## config.mk

```make
export PLATFORM = sky130hd
export DESIGN_NAME = mod_updown_counter
export DESIGN_NICKNAME = d
export VERILOG_FILES = /design/src/rtl/mod_updown_counter.sv
export SDC_FILE = /design/constraint.sdc
export NUM_CORES = 1
export LEC_CHECK = 0
export CAP_MARGIN = 5
export CORE_AREA = 10 10 47 49
export DETAILED_ROUTE_END_ITERATION = 6
export DIE_AREA = 0 0 57 59
export HOLD_SLACK_MARGIN = 0.02
export SYNTH_ARGS = -nofsm -noshare
export SYNTH_HDL_FRONTEND = slang
export SYNTH_SLANG_ARGS = --single-unit
export TNS_END_PERCENT = 100
```

## constraint.sdc

```tcl
create_clock -name clk -period 1.55 [get_ports clk]
set_input_delay 0.2325 -clock clk [delete_from_list [all_inputs] [get_ports clk]]
set_output_delay 0.2325 -clock clk [all_outputs]
set_load 0.05 [all_outputs]
```

## src/rtl/mod_updown_counter.sv

```systemverilog
// mod_updown_counter: modulo-(MAX_VAL+1) up/down counter with load, clear, cascade carry and wrap flags.
module mod_updown_counter #(
    parameter int               WIDTH   = 4,
    parameter logic [WIDTH-1:0] MAX_VAL = {WIDTH{1'b1}}
) (
    input  logic             clk,
    input  logic             reset,
    input  logic             clr,
    input  logic             load,
    input  logic [WIDTH-1:0] load_val,
    input  logic             en,
    input  logic             up_dn,
    output logic [WIDTH-1:0] count,
    output logic             tc,
    output logic             wrap,
    output logic             wrap_sticky
);
    logic [WIDTH-1:0] count_q, count_d;
    logic             wrap_q, wrap_d, sticky_q, sticky_d;
    logic             at_max, at_zero, wrap_ev;
    logic [WIDTH-1:0] load_sat, step_val;
    always_comb begin
        at_max   = count_q == MAX_VAL;
        at_zero  = count_q == '0;
        // Explicit end-of-range compares keep non-power-of-two moduli exact.
        wrap_ev  = en & ~clr & ~load & (up_dn ? at_max : at_zero);
        load_sat = load_val > MAX_VAL ? MAX_VAL : load_val;
        step_val = up_dn ? (at_max ? '0 : count_q + 1'b1)
                         : (at_zero ? MAX_VAL : count_q - 1'b1);
        count_d  = clr ? '0 : load ? load_sat : en ? step_val : count_q;
        wrap_d   = wrap_ev;
        sticky_d = clr ? 1'b0 : sticky_q | wrap_ev;
    end
    always_ff @(posedge clk or negedge reset) begin
        if (!reset) begin
            count_q  <= '0;
            wrap_q   <= 1'b0;
            sticky_q <= 1'b0;
        end else begin
            count_q  <= count_d;
            wrap_q   <= wrap_d;
            sticky_q <= sticky_d;
        end
    end
    assign count       = count_q;
    assign tc          = wrap_ev;
    assign wrap        = wrap_q;
    assign wrap_sticky = sticky_q;
endmodule

```

Word level (Yosys, flattened, before mapping)
Index checks and enable logic that the tools add are counted.

storage, ports and cells
  bits in registers = 6
  bits of input ports = 10
  output and inout bits = 7
  logic and storage cells = 24

cells by class
  $add $sub $neg = 2
  order comparisons = 1
  equal/unequal tests = 1
  mux-type cells = 9
  bitwise logic cells = 6
  reduce and logical (&&, ||, !) cells = 2

operators with widths
  cell                                                                 number
  4-bit 2-to-1 mux                                                     7
  4-bit by 1-bit adder with 4-bit output (second input constant)       1
  4-bit equality test (second input constant)                          1
  4-bit > comparator (second input constant)                           1
  4-bit logical NOT                                                    1
  4-bit by 1-bit subtractor with 4-bit output (second input constant)  1
  1-bit bitwise AND                                                    3
  3-bit nonzero test                                                   1
  1-bit 2-to-1 mux                                                     2
  1-bit NOT                                                            2
  1-bit OR                                                             1

Longest topological paths before layout
  depth after elaboration = 6
  depth in mapped cells = 6
  mapped depth without buffers = 6

Least setup slack after synthesis
OpenSTA, ideal clock, no wires.

  path type = register to register
  start point = reg count_q[0], in the netlist count[0]
  end point = reg wrap_q, in the netlist wrap
  setup time = 0.245 ns
  data arrival time = 2.401 ns
  path slack = -1.095 ns
  stages on the path, launching flop included = 6
  cell sequence = dfrtp_1 inv_1 ha_1 nand2b_1 o31a_2 nor3_1

on the way
  cells in the longest elaborated chain, start to end = 3
  elaborated cells on any way between the ends = 4
  those cells by class = eq/ne: 1; mux: 1; bitwise: 1; reduce/logical: 1

ends and longest elaborated chain
  item                                                             line    RTL
  start, declared                                                  18      logic [WIDTH-1:0] count_q, count_d;
  start signal, assigned                                           40      count_q <= count_d;
  4-bit equality test / 4-bit logical NOT (equally long branches)  23, 24
  1-bit 2-to-1 mux (*)                                             26      wrap_ev = en & ~clr & ~load & (up_dn ? at_max : at_zero);
  1-bit bitwise AND (*)                                            26
  net tc                                                           14      output logic tc,
  end signal, assigned                                             41      wrap_q <= wrap_d;
  end, declared                                                    19      logic wrap_q, wrap_d, sticky_q, sticky_d;

Mark *: on every way through the listed nets, which the timed path passes. The rest lies on a longest branch.
A chain may end at the register's enable or synchronous reset.

Worst setup path after layout
  start point = reg count_q[0], in the netlist count[0]
  end point = out tc

on the way
  cells in the longest elaborated chain, start to end = 3
  elaborated cells on any way between the ends = 4
  those cells by class = eq/ne: 1; mux: 1; bitwise: 1; reduce/logical: 1

ends and longest elaborated chain
  item                                                             line
  4-bit equality test / 4-bit logical NOT (equally long branches)  23, 24
  1-bit 2-to-1 mux (*)                                             26
  1-bit bitwise AND (*)                                            26
  end, declared                                                    14

Mark *: on every way between the ends. The rest lies on a longest branch, timed or not.

==> results.txt <==
The run finished, with violations left. The checks that failed: negative setup slack. The die covers 3360 sq um. For the worst setup path, the data required time is 1.32 ns. The net count after synthesis was 65; the H-tree level count was 1.

The number of buffers and inverters on the critical path works out to 2. The delay of the slowest cell on the worst path was 0.41 ns. In this run the horizontal extent of the chip is 57 um. In the finished design, the share of the clock period the worst path needs comes to 117%.

Total global routing overflow: 0. Routed length per instance: 14.1 um. STA classifies the critical path startpoint as a flip-flop. The synthesized design contains 0 enable-type register cells. The completed layout was analyzed and its total power is 0.000593 W. Walking the worst path, the cells encountered are inv_2, ha_4, nand2b_4, o31a_4, nor3_4, buf_12.

After routing the design area is 843 sq um. The run gives 33.8% as the sequential-to-total area share from yosys stat. The hold violation count in the final report was 0; the maximum count of clock buffers along a single path was 2.

For the clock latency on the worst-skew pair, the log shows 0.26 ns. The net count of the finished layout is 100. The total area inside the core boundary comes to 1400 sq um.

The detailed-placement wirelength estimate was 1.20 mm; the effective utilization at floorplan was 31.7%. The time the worst path needs with I/O delays and setup came out at 1.81 ns. The number of placement rows was 14. The initial antenna violation count was 0; the worst IR drop on VDD was 354 uV. The startpoint-to-endpoint class of the critical path is flip-flop to output pin. For this run, the leading register cell type out of synthesis is dfrtp_1.

I/O pin count: 17. Relative to the synthesized area, the layout overhead comes to 89.9%. The most common cell in the synthesized netlist is nand2_1. The logs give 531 for the via count of the first global-routing pass and 0.789 for the global placement routability congestion. CTS placed an instance of clkbuf_4 at the clock tree root.

The logs give 0 for the count of warnings emitted by yosys and 26 for the number of library cell types mapped by synthesis. The maximum number of pins on one net before global-route repair was 8. The run gives 1 as the total setup violations reported at the end of the flow. Register cell area after layout: 153 sq um. Ranked by total cell area, the synthesized netlist is headed by dfrtp_1 34%, ha_1 8.5%, a21oi_1 6.8%, nand2_1 5.9%, xor2_1 3.9%. The first-pass GRT wire length is 2.32 mm. After clock tree synthesis, the clock-pin slew on the worst setup and hold paths is 0.05 ns.

The area share of the largest cell type after synthesis is 33.8%, and the number of flip-flops and latches in the synthesized netlist is 6. The number of max-slew violations in the final report is 0, and the number of buffers inserted by hold repair at cts is 0. The fraction of layout instances using a drive strength above 1 was 44.7%; the critical-path maximum fanout was 2.

The worst path arrival time is 1.58 ns. After synthesis the cells add up to 444 sq um. Family with the most delay on the worst path: flip-flops. Summing over every cut layer, the via total after detailed routing is 504. Class of the worst hold path: input pin to asynchronous set/reset pin. The remaining number of nets flagged by the antenna check after routing was 0.

Clock tree synthesis inserted a total of 3 buffers. The cell with the biggest individual delay on the critical path is dfrtp_2. 0 antenna diodes ended up in the layout. The first detailed-routing pass took 3 iterations. In the final layout, the multi-input gates occupy 304 sq um. In the synthesized netlist, the number of instances is 52. Library cell with the largest summed area after synthesis: dfrtp_1. Nature of the critical path endpoint: an output pin.

Summed over all layers, the routed wires come to 1.43 mm. Prior to clock tree synthesis, the placed netlist has a worst setup slack of -0.207 ns. For the largest clock skew in the final design, the log shows 0.00283 ns. In the synthesized netlist, the cells that appear most often are 7 x nand2_1, 6 x a21oi_1, 6 x dfrtp_1, 4 x inv_1. For this run, design rule violations remaining after detail routing come to 0. The worst path setup slack after routing was -0.262 ns. Setup repair after global routing could not meet its margin everywhere.

For this block, the initial DRC count from the detailed router was 3. In this run the tool buffered the top-level ports with 16 buffer cells. The synthesized area divided by synthesized cell count works out to 8.54 sq um. The chip height is 59 um.

Pin slew with the least headroom to its limit: 0.294 ns. Measured against its own limit, the worst slew margin works out to 80.1%. The per-cell via count in the routed design works out to 4.99. TritonCTS built the clock tree. The clock net in this run drives a total of 6 sinks.

The logs give 0.389 nW for the static leakage and 552 MHz for the maximum clock frequency. Dividing total power by cell area gives a power density of 703 nW/um^2. The share of flip-flops with an asynchronous set or reset works out to 100%. The max-capacitance violation count was 0.

Across every metal layer, demand over resource in global routing totals 8.84%. The layout has 137 filler cells. The area of placed instances came out at 793 sq um.
[power breakdown]
part | switching, W | internal (W)
clock network | 0.0000740 | 0.0000888
registers | 0.00000722 | 0.000167
logic | 0.000123 | 0.000133
total | 0.000204 | 0.000389
[flip-flops by register name, indices dropped and copies added (netlist names)]
register	cells
wrap	1
count	4
wrap_sticky	1
[per-stage QoR]
stage / setup TNS, ns / cells / hold WS [ns] / utilization [%]
global placement: -0.157 / 97 / 0.503 / 56.6
detailed placement: -0.207 / 97 / 0.505 / 56.6
CTS: -0.306 / 101 / 0.227 / 58.8
global route: -0.338 / 101 / 0.239 / 60.2
floorplan: -0.715 / 52 / -0.0631 / -
finish: -0.262 / 101 / 0.218 / 60.2
[per-layer routing]
metal / part of all wire, % / wire [um] / vias to the layer above / GRT usage (%)
met3: 6.0 / 86 / 2 / 3.86
met5: 0 / 0 / - / 0
met2: 51 / 727 / 14 / 15.0
li1: - / - / 252 / -
met4: 1.9 / 27 / 0 / 5.03
met1: 41 / 587 / 236 / 8.85
[cell type report]
class / count / area share (%)
Sequential cell: 6 / 18.1
Tap cell: 16 / 2.37
Multi-Input combinational cell: 39 / 36.1
Clock buffer: 3 / 2.67
Inverter: 5 / 2.23
Timing Repair Buffer: 32 / 38.6
[final timing paths]
kind	cells past startpoint	to	slack, ns	startpoint
worst max-delay path	6	tc	-0.26	count[0]
worst min-delay path	1	count[2]	0.22	reset
worst max register to register	7	count[2]	0.05	count[0]
worst min register to register	2	wrap_sticky	0.64	wrap_sticky
max in group asynchronous	1	count[1]	1.08	reset
min in group clk	3	count[0]	0.51	load_val[0]
[cells by family (layout without fill, tap and decap cells)]
| family | Yosys count | in the layout | share of synthesized area, % |
|---|---|---|---|
| fa+ha+maj | 3 | 3 | 8.45 |
| xor+xnor | 3 | 3 | 5.92 |
| buf+inv | 7 | 40 | 7.60 |
| compound gates | 15 | 15 | 22.8 |
| mux | 1 | 1 | 2.25 |
| simple gates | 17 | 17 | 19.2 |
| flops | 6 | 6 | 33.8 |
[layout by cell type (no fill, tap or decap), drive strengths merged]
master | synthesis | layout
buf | 1 | 23
clkdlybuf4s50 | 0 | 9
nand2 | 7 | 7
a21oi | 6 | 6
dfrtp | 6 | 6
inv | 5 | 5
nor2 | 3 | 3
clkbuf | 1 | 3
ha | 3 | 3
nand4 | 2 | 2
xor2 | 2 | 2
o21ai | 2 | 2
nand2b | 1 | 1
o31a | 1 | 1
nor3 | 1 | 1
o21ba | 1 | 1
and2 | 1 | 1
a211oi | 1 | 1
xnor2 | 1 | 1
o221ai | 1 | 1
o31ai | 1 | 1
o311ai | 1 | 1
or4 | 1 | 1
nor4b | 1 | 1
a31o | 1 | 1
mux2i | 1 | 1
[what timing repair did]
| action | in CTS | in global routing |
|---|---|---|
| endpoints found under the setup margin | 2 | 3 |
| buffers inserted | 1 | 0 |
| pin swaps | 2 | 3 |
| gates resized for setup | 0 | 5 |
| gates cloned | 0 | 0 |
Power figures use the tool's default switching activity.
